`config.mk`:
```
export PLATFORM = sky130hd
export DESIGN_NAME = scan_counter
export DESIGN_NICKNAME = d
export VERILOG_FILES = /design/src/rtl/scan_counter.sv
export SDC_FILE = /design/constraint.sdc
export NUM_CORES = 1
export LEC_CHECK = 0
export CAP_MARGIN = 15
export CELL_PAD_IN_SITES_DETAIL_PLACEMENT = 0
export CELL_PAD_IN_SITES_GLOBAL_PLACEMENT = 2
export CORE_MARGIN = 4
export CORE_UTILIZATION = 36
export CTS_CLUSTER_DIAMETER = 200
export DETAILED_ROUTE_END_ITERATION = 10
export PLACE_DENSITY_LB_ADDON = 0.1
export RECOVER_POWER = 100
export SETUP_SLACK_MARGIN = 0.4
export SLEW_MARGIN = 25
export SYNTH_ARGS = -nofsm -noshare
export SYNTH_HDL_FRONTEND = slang
export SYNTH_SLANG_ARGS = --single-unit
```
`constraint.sdc`:
```
create_clock -name clk -period 5.4 [get_ports clk]
set_input_delay 1.08 -clock clk [delete_from_list [all_inputs] [get_ports clk]]
set_output_delay 1.08 -clock clk [all_outputs]
set_load 0.01 [all_outputs]
```
`src/rtl/scan_counter.sv`:
```
// scan_counter: display digit scanner.
// A prescaler divides clk down to scan steps. Each step moves the digit index
// up or down, modulo NDIG. The index drives an active-low one-hot anode select.
// Sync load takes priority over stepping. Async active-low reset.
module scan_counter #(
    parameter  int NDIG     = 4,
    parameter  int PRESCALE = 100000,
    localparam int CW       = (NDIG > 2) ? $clog2(NDIG) : 1
) (
    input  logic            clk,
    input  logic            reset,
    input  logic            en,
    input  logic            up,
    input  logic            load,
    input  logic [CW-1:0]   load_val,
    output logic [CW-1:0]   count,
    output logic [NDIG-1:0] anode,
    output logic            tick,
    output logic            wrap
);

    // The prescaler width is sized to hold PRESCALE-1. PRESCALE=1 still gets one bit.
    localparam int PW = (PRESCALE > 1) ? $clog2(PRESCALE) : 1;

    localparam logic [PW-1:0] PRE_LAST = PW'(PRESCALE - 1);
    localparam logic [CW-1:0] CNT_LAST = CW'(NDIG - 1);
    // One extra bit so the out-of-range test also works when NDIG == 2**CW.
    localparam logic [CW:0]   NDIG_EXT = (CW + 1)'(NDIG);

    logic [PW-1:0] pre;
    logic          step;
    logic [CW-1:0] count_step;
    logic          wrap_step;
    logic [CW-1:0] load_safe;

    // A scan step happens on the last prescaler phase of an enabled, non-load edge.
    assign step = en && !load && (pre == PRE_LAST);

    // An out-of-range load value falls back to digit 0, so count stays below NDIG.
    assign load_safe = ({1'b0, load_val} >= NDIG_EXT) ? '0 : load_val;

    // Next digit index and wrap flag for a step in the current direction.
    always_comb begin
        // NOTE: give every combinational output a default first; a path that
        // leaves it unassigned would infer a latch.
        count_step = count;
        wrap_step  = 1'b0;
        if (up) begin
            if (count == CNT_LAST) begin
                count_step = '0;
                wrap_step  = 1'b1;
            end else begin
                count_step = count + CW'(1);
            end
        end else begin
            if (count == '0) begin
                count_step = CNT_LAST;
                wrap_step  = 1'b1;
            end else begin
                count_step = count - CW'(1);
            end
        end
    end

    // Prescaler: counts enabled edges 0..PRESCALE-1. A load restarts the phase.
    always_ff @(posedge clk or negedge reset) begin
        // NOTE: sequential state uses non-blocking assignments. Every flop then
        // samples values from before the edge, whatever order the blocks run in.
        if (!reset) begin
            pre <= '0;
        end else if (load) begin
            pre <= '0;
        end else if (en) begin
            pre <= (pre == PRE_LAST) ? '0 : pre + PW'(1);
        end
    end

    // Digit index plus registered tick and wrap pulses.
    always_ff @(posedge clk or negedge reset) begin
        if (!reset) begin
            count <= '0;
            tick  <= 1'b0;
            wrap  <= 1'b0;
        end else if (load) begin
            count <= load_safe;
            tick  <= 1'b0;
            wrap  <= 1'b0;
        end else if (step) begin
            count <= count_step;
            tick  <= 1'b1;
            wrap  <= wrap_step;
        end else begin
            tick  <= 1'b0;
            wrap  <= 1'b0;
        end
    end

    // Active-low one-hot decode of the current digit index.
    always_comb begin
        anode = '1;
        for (int i = 0; i < NDIG; i++) begin
            anode[i] = (count != CW'(i));
        end
    end

endmodule

```
==> results.yml, run 1 <==
timing:
  setup_tns_ns: 0
  grt_setup_unrepaired: "no"
  finClkSkew_ns: 0.00268
  setup_viol: 0
  timing.hold.ws_ns: 0.529
  drv_slew: 0
  post-route-period-util_pct: 56.4
  finalHoldViolCount: 0
  period_minus_slack_ns: 3.05
  tightest_slew_ns: 1.20
  fmax_mhz: 328
  relSlewSlack_pct: 20.0
yosys:
  ys_types: 41
  syn_area_per_cell_um2: 9.17
  synth_top_area_share_pct: 40.9
  synth_warnings: 0
  synth-edff-count: 0
  synth_top_family_by_area: "simple AND/OR/NAND/NOR gates"
  yosys.area_share.adder_pct: 4.87
  syn-num-nets: 152
  synth-compound-area-share_pct: 18.6
  synth_top_area_cell: "dfrtp_1"
  ys_top_cells_by_area: "dfrtp_1, a31oi_1, ha_1, inv_1, nand3_1"
  synthSimpleGateAreaFrac_pct: 27.6
  synth_area_mm2: 0.00128
  async_reset_ff_share_pct: 100
  synth_ff_type: "dfrtp_1"
  ys_seq_elements: 21
  seq_area_frac_synth_pct: 40.9
  muxShareOfSynthArea_pct: 0
  netlist_instances: 140
  synth_xor_area_share_pct: 2.05
global_routing:
  grt_overflow_total: 0
  track_usage_pct: 15.6
  grt_pass1_wl_mm: 5.28
  first_global_vias: 1084
  antenna_found_initial: 0
  grt_max_degree: 27
floorplan:
  row_count: 21
  die_h_um: 67.7
  core-area_mm2: 0.00339
  die_width_um: 67.7
  pin_count: 15
  initial_core_util_pct: 37.9
  dieArea_mm2: 0.00459
drt:
  via_per_inst: 5.69
  final_antenna_net_count: 0
  num_vias: 1127
  postRouteWirelength_mm: 3.16
  drc: 0
  first_iter_violations: 62
  wl_per_cell_um: 15.9
  firstDrtPassIters: 4
clock_tree:
  clk_pin_slew_ns: 0.12
  cts_setup_buffers: 0
  cts.htree.levels: 1
  tritoncts: "done"
  clock_sink_count: 21
  clkLatencyLatePin_ns: 0.30
  postCtsHoldBufs: 0
  numCtsBuffers: 3
  cts_root_buf: "clkbuf_4"
  cts_buffer_depth: 2
  cts_resized: 0
layout:
  fillCellCount: 373
  fin_nets: 165
  syn_to_final_growth_pct: 14.7
  final_common_cell: "dfrtp_1"
  drive_above_1_share_pct: 6.58
  layout.cells.non_filler: 198
  insertedDiodeCount: 0
  final_cell_mix: "dfrtp_1, a31oi_1, inv_1"
  final_core_util_pct: 43.4
power:
  power_leakage_nw: 0.571
  powerDensity_mw_per_mm2: 197
  vdd_ir_drop_max_mv: 0.0785
placement:
  placement.io_buffers: 14
  place_congestion: 0.760
  dp.cells: 194
  hpwl_mm: 2.32
hold_path:
  min_path_type: "reg2reg"
setup_path:
  required_ns: 5.63
  end_kind: "flop"
  start_kind: "primary input"
  crit_type: "in2reg"
  cp_max_fo: 12
  critPathArrivalTime_ns: 3.27
job:
  cap_violations: 0
outcome:
  run_status: "finished, final reports clean"
==> state kept, by name (all words and copies together), names as in the netlist <==
register and count:
count 2, tick 1, pre 17, wrap 1
==> final cells by class <==
class,instances,area [µm²],area share [%]
Clock buffer,4,26.3,1.78
Inverter,12,45.0,3.06
Multi-Input combinational cell,100,681,46.2
Sequential cell,21,526,35.7
Tap cell,46,57.6,3.91
Timing Repair Buffer,15,138,9.35
==> cells in the mapped netlist, types with 2 or more instances <==
cell type  count
or3b_2         2
nor4_1         2
o211ai_1       3
o22ai_1        3
a221o_1        2
ha_1           5
nand2b_1       4
o21ai_0        3
clkbuf_1       5
nand3_1        8
nor4bb_1       2
a21oi_1        2
nand2_1        8
inv_1         12
a31oi_1       17
nor2_1         8
xor2_1         2
nor3_1         4
nand4_1        6
dfrtp_1       21
==> routing by layer <==
layer	GRT usage, %	vias to the layer above	routed length (µm)
met5	0	-	0
met2	23.1	20	1410
met4	4.56	0	17
met1	23.0	551	1640
met3	2.50	2	93
li1	-	554	-
==> power by group <==
part	leakage, nW	switching (mW)	internal [mW]	total (mW)
Combinational	0.268	0.0226	0.0190	0.0415
Clock	0.0150	0.0493	0.0288	0.0781
Sequential	0.288	0.00890	0.162	0.171
==> logic make-up (layout without fill, tap and decap cells) <==
kind of cell	count (synthesis)	count (layout)
and+or+nand+nor	57	57
AOI/OAI and AO/OA	35	35
xor gates and xnor gates	3	3
adders and majority gates	5	5
DFF	21	21
buffers and inverters	19	31
==> final timing paths <==
check,slack (ns),to,cells past startpoint,start
worst max-delay path,2.35,pre[16],5,en
worst min-delay path,0.53,pre[15],1,pre[15]
worst max register to register,2.63,count[1],5,pre[0]
worst min register to register,0.53,pre[15],1,pre[15]
max in group asynchronous,3.70,pre[3],1,reset
min in group asynchronous,0.99,pre[7],1,reset
==> per-stage QoR <==
| stage | total power, mW | setup WS, ns | area [µm²] |
|---|---|---|---|
| after floorplan | 0.195 | 3.35 | 1280 |
| after global placement | 0.218 | 2.38 | 1460 |
| after detailed placement | 0.218 | 2.29 | 1460 |
| after CTS | 0.297 | 2.62 | 1480 |
| after global routing | 0.308 | 2.12 | 1470 |
| final | 0.290 | 2.35 | 1470 |
==> critical path: stages <==
cell and delay, ns:
dlygate4sd3_1 0.66, nor2b_1 0.61, clkbuf_1 0.45, nand2_1 0.23
o211ai_1 0.24
(Power assumes the default switching activity.)
==> run 2: changes to the inputs <==
- CORE_UTILIZATION: 36 -> 31
- clock period: 5.4 -> 2.6 ns (I/O delays scaled with it)
==> run 2 against run 1 <==
Against the previous run:
- clock power rose to 2.8 times the previous value
- design area increased by 3.8%
- critical endpoint is now anode[0]
- count of clock-buffer cells in the layout unchanged
- setup slack worse by 2.0 ns
- clock skew is 0.00099 ns higher
- largest cell class unchanged
- power is 130% higher
- first-iteration DRC count is 8.1% higher
==> results.yml, run 2 (synthesized netlist as in run 1, its figures left out) <==
setup_path:
  start_kind: "flop"
  reg2reg_depth: 6
  crit_path_top_delay_cell: "dlygate4sd3_1"
  crit_type: "reg2out"
  critPathArrivalTime_ns: 1.68
  r2r-start: "pre[0]"
  path_cells: "inv_1, ha_1, inv_1, dlygate4sd3_1"
  cp_max_fo: 6
  required_ns: 2.08
  reg2reg_slack_ns: 0.52
  critPathMaxStageDelay_ns: 0.59
  cp_common_cell: "inv_1"
  worst_r2r_endpoint: "pre[12]"
  end_kind: "output port"
power:
  pwr-share-comb_pct: 14.0
  pwr-share-seq_pct: 52.9
  internal_power_mw: 0.489
  switching_share_pct: 27.0
  vdd_ir_drop_max_mv: 0.206
  pwr-share-clk_pct: 33.1
  p_switching_mw: 0.181
  powerDensity_mw_per_mm2: 438
  power_leakage_nw: 0.595
clock_tree:
  cts_setup_buffers: 0
  clock_sink_count: 21
  numCtsBuffers: 3
  cts_buffer_depth: 2
  cts.htree.levels: 1
  clkLatencyLatePin_ns: 0.26
  tritoncts: "done"
  clk_pin_slew_ns: 0.08
  cts_root_buf: "clkbuf_8"
hold_path:
  min_path_type: "reg2reg"
  min_to: "pre[8]"
  hold_path_depth: 1
  min-delay-start: "pre[8]"
floorplan:
  die_width_um: 72.4
  row_count: 23
  die_h_um: 72.4
  core-area_mm2: 0.00400
  initial_core_util_pct: 32.1
  dieArea_mm2: 0.00523
  pin_count: 15
drt:
  final_antenna_net_count: 0
  via_per_inst: 5.78
  wl_per_cell_um: 16.3
  first_iter_violations: 67
  num_vias: 1197
  postRouteWirelength_mm: 3.38
  firstDrtPassIters: 4
  drc: 0
global_routing:
  track_usage_pct: 14.0
  gr-usage-met3_pct: 2.22
  grt_use_met1_pct: 18.9
  grt_overflow_total: 0
  first_global_vias: 1113
  antenna_found_initial: 0
  grtUsageMet2_pct: 22.9
  top_usage_layer: "met2"
  grt_max_degree: 22
  grt_pass1_wl_mm: 5.67
timing:
  finalHoldViolCount: 0
  setup_tns_ns: 0
  relSlewSlack_pct: 19.9
  tightest_slew_ns: 1.20
  post-route-period-util_pct: 84.6
  fmax_mhz: 455
  grt_setup_unrepaired: "no"
  drv_slew: 0
  finClkSkew_ns: 0.00367
  period_minus_slack_ns: 2.20
  postLayoutSetupSlackWorst_ns: 0.401
  setup_viol: 0
layout:
  largest_register_ffs: 17
  reg_top3: "pre: 17 flops, count: 2 flops"
  fin_nets: 170
  largest_register: "pre"
  final_cell_mix: "dfrtp_1, a31oi_1, inv_1"
  final_common_cell: "dfrtp_1"
  drive_above_1_share_pct: 8.28
  syn_to_final_growth_pct: 19.1
  insertedDiodeCount: 0
placement:
  placement.io_buffers: 14
  pre_cts_ws_ns: 0.460
  hpwl_mm: 2.45
  place_congestion: 0.749
outcome:
  run_status: "finished, final reports clean"
job:
  cap_violations: 0
[run 2: repair_timing]
item,CTS,global route
hold buffers,0,0
setup endpoints to repair,0,1
resized for setup,0,1
[run 2: layer usage]
layer,routed length [µm],part of all wire (%)
met3,173,5.1
met5,0,0
met4,31,0.92
met2,1630,48
met1,1550,46
[run 2: power groups by stage]
stage               sequential, mW  combinational (mW)  clock (mW)
global placement             0.361              0.0986           0
finish                       0.355              0.0941       0.222
detailed placement           0.361              0.0994           0
global route                 0.357               0.105       0.245
floorplan                    0.358              0.0479           0
CTS                          0.355              0.0998       0.228
[run 2: layout make-up]
type / count / area, µm²
Clock buffer: 4 / 45.0
Tap cell: 50 / 62.6
Fill cell: 410 / 2470
Inverter: 12 / 45.0
Sequential cell: 21 / 526
Multi-Input combinational cell: 100 / 669
Timing Repair Buffer: 20 / 181
[run 2: worst max path at each step]
stage,slack [ns],endpoint,cells past startpoint,startpoint
after floorplan,0.82,pre[15],6,pre[0]
after global placement,0.51,count[0],6,load
after detailed placement,0.46,count[0],6,load
after CTS,0.44,anode[0],4,count[0]
after global routing,0.32,anode[0],4,count[0]
final,0.40,anode[0],4,count[0]
[run 2: worst max-delay path, delay by kind of cell, from the launching register on]
kind / cells / cell delay, ns
adders and majority gates: 1 / 0.23
buffers and inverters: 3 / 0.73
DFF: 1 / 0.45
[run 2: stage by stage]
| stage | power (mW) | instances | hold WS (ns) | cell area, µm² | util, % |
|---|---|---|---|---|---|
| finish | 0.670 | 207 | 0.545 | 1530 | 38.2 |
| global route | 0.706 | 207 | 0.572 | 1530 | 38.2 |
| CTS | 0.683 | 207 | 0.549 | 1550 | 38.6 |
| detailed placement | 0.461 | 203 | 0.536 | 1500 | 37.5 |
| global placement | 0.460 | 203 | 0.521 | 1500 | 37.5 |
| floorplan | 0.406 | 140 | 0.224 | 1280 | - |
==> patch (flow settings as in run 1) <==
Change the parameter `NDIG` from 4 to 2.
--- a/src/rtl/scan_counter.sv
+++ b/src/rtl/scan_counter.sv
@@ -3,7 +3,7 @@
 // up or down, modulo NDIG. The index drives an active-low one-hot anode select.
 // Sync load takes priority over stepping. Async active-low reset.
 module scan_counter #(
-    parameter  int NDIG     = 4,
+    parameter  int NDIG     = 2,
     parameter  int PRESCALE = 100000,
     localparam int CW       = (NDIG > 2) ? $clog2(NDIG) : 1
 ) (
Interface: changed (resized anode, count and load_val); port bits go from 15 to 11. No check against the original RTL was run, so the function may have changed too.
==> patch against run 1 <==
The flow now finishes with violations (capacitance limit, slew limit); sequential power decreased by 5%; worst setup slack lost 0.59 ns; sequential cell count decreased by 1; count of clock-buffer cells in the layout decreased by 1; wire length shrank 9.4%; power down 9.0%; hold slack worse by 0.027 ns; synthesized area fell by 5.3%; design area fell by 11%; critical path type unchanged; highest routed layer unchanged.
==> patch: results (changes against run 1) <==
| Metric | Value |
|---|---|
| Setup slack of the most critical reg-to-reg path | 2.29 ns (was 2.63 ns) |
| Total GRT Usage | 14.4% (was 15.6%) |
| Cell types with the highest counts after synthesis | sky130_fd_sc_hd__dfrtp_1, sky130_fd_sc_hd__nand2_1, sky130_fd_sc_hd__a21oi_1, sky130_fd_sc_hd__nand4_1 (was sky130_fd_sc_hd__dfrtp_1, sky130_fd_sc_hd__a31oi_1, sky130_fd_sc_hd__inv_1) |
| Distinct cells, synth | 40 (was 41) |
| Top cells by area in the synthesized netlist | sky130_fd_sc_hd__dfrtp_1, sky130_fd_sc_hd__nand4_1, sky130_fd_sc_hd__nand2_1 (was sky130_fd_sc_hd__dfrtp_1, sky130_fd_sc_hd__a31oi_1, sky130_fd_sc_hd__ha_1) |
| Maximum ir drop on the vdd rail | 0.0000999 V (was 0.0000785 V) |
| Worst min-delay path startpoint | pre[16]$_DFFE_PN0P_ (was pre[15]$_DFFE_PN0P_) |
| Hold Path Stages | 1 (unchanged) |
| Fraction of registers with async set or reset after synthesis | 100% (unchanged) |
| Tightest slew margin relative to the limit | -31.5% (was 20.0%) |
| Number of flip-flops under the largest register name | 17 (unchanged) |
| Critical path fanouts, max | 26 (was 12) |
| Pins Over Slew Limit | 27 (was 0) |
| Slowest-stage cell, CP | sky130_fd_sc_hd__a41oi_1 (was sky130_fd_sc_hd__dlygate4sd3_1) |
| Termination of the worst setup path | pre[7]$_DFFE_PN0P_ (was pre[16]$_DFFE_PN0P_) |
| WHS | 0.502 ns (was 0.529 ns) |
| Timing startpoint of the critical path | load (was en) |
| Max-capacitance violation count | 1 (was 0) |
| Cell internal pwr | 192 uW (was 210 uW) |
| Run status | finished with violations (was completed) |
| Crit path largest cell delay | 1.42 ns (was 0.66 ns) |
| Count of routing violations after the opening detailed-route iteration | 68 (was 62) |
| Violated checks | capacitance limit, slew limit |
| Total of buffers placed on input and output ports | 10 (was 14) |
| Half-perimeter wire length after detailed placement | 1990 um (was 2320 um) |
| Wire length of the first global-routing pass | 4800 um (was 5280 um) |
| Share of post-route cells with drive strength above 1 | 7.58% (was 6.58%) |
| Vias | 1010 (was 1127) |
| Worst slack after detailed placement | 2.41 ns (was 2.29 ns) |
| Global placement routability congestion | 0.757 (was 0.760) |
| Synthesized net count | 133 (was 152) |
| Arrival time of data at the critical path endpoint | 3.88 ns (was 3.27 ns) |
| Number of global-route vias before repair | 967 (was 1084) |
| Sequential fraction of the synthesis area | 41.2% (was 40.9%) |
| NumNets Final | 141 (was 165) |
| Destination of the worst hold path | pre[16]$_DFFE_PN0P_ (was pre[15]$_DFFE_PN0P_) |
| Clock skew after layout | 0.0182 ns (was 0.00268 ns) |
| LEAKAGE | 0.000523 uW (was 0.000571 uW) |
## patch: changes by cell type after synthesis, sizes merged, moves of 4 or more
cell | before | now
a21oi | 2 | 9
a31oi | 17 | 8
inv | 12 | 5
ha | 5 | 1
nand2 | 9 | 15
## patch: metal layers
metal	up-vias	share of wire, %	global-route usage [%]
met5	-	0	0
met4	0	0.66	2.28
met3	2	3.3	4.25
met2	16	47	22.3
met1	485	49	20.2
li1	507	-	-
## patch: critical path: cells and delay by family
family,cells,cell delay [ns]
AOI/OAI and AO/OA,3,1.94
buffers and inverters,1,0.64
and+or+nand+nor,1,0.21
## patch: cell type report
class                           instances  area (um^2)
Fill cell                             339         1840
Multi-Input combinational cell         94          618
Sequential cell                        20          500
Timing Repair Buffer                   10         93.8
Tap cell                               44         55.1
Clock buffer                            3         22.5
Inverter                                5         18.8
## patch: power groups by stage
stage | Sequential [uW] | Combinational (uW) | Clock [uW]
global placement | 165 | 30.1 | 0
floorplan | 164 | 17.0 | 0
global route | 164 | 31.8 | 81.2
CTS | 163 | 30.5 | 74.6
detailed placement | 165 | 30.4 | 0
finish | 163 | 27.7 | 74.0
## patch: logic make-up after synthesis
family                   after synthesis  share of synthesized area (%)
flip-flops                            20                           41.2
XOR/XNOR                               2                           1.44
multiplexers                           2                           1.75
adder cells (fa/ha/maj)                1                           1.03
buffers and inverters                 12                           6.27
AND/OR/NAND/NOR                       56                           28.8
AO/OA/AOI/OAI                         33                           19.5
## patch: metrics by stage
stage          std cells  area (um^2)  util [%]
2_1_floorplan        126         1220         -
3_3_place_gp         173         1310      41.7
3_5_place_dp         173         1310      41.7
4_1_cts              176         1340      42.4
5_1_grt              176         1310      41.5
6_report             176         1310      41.5
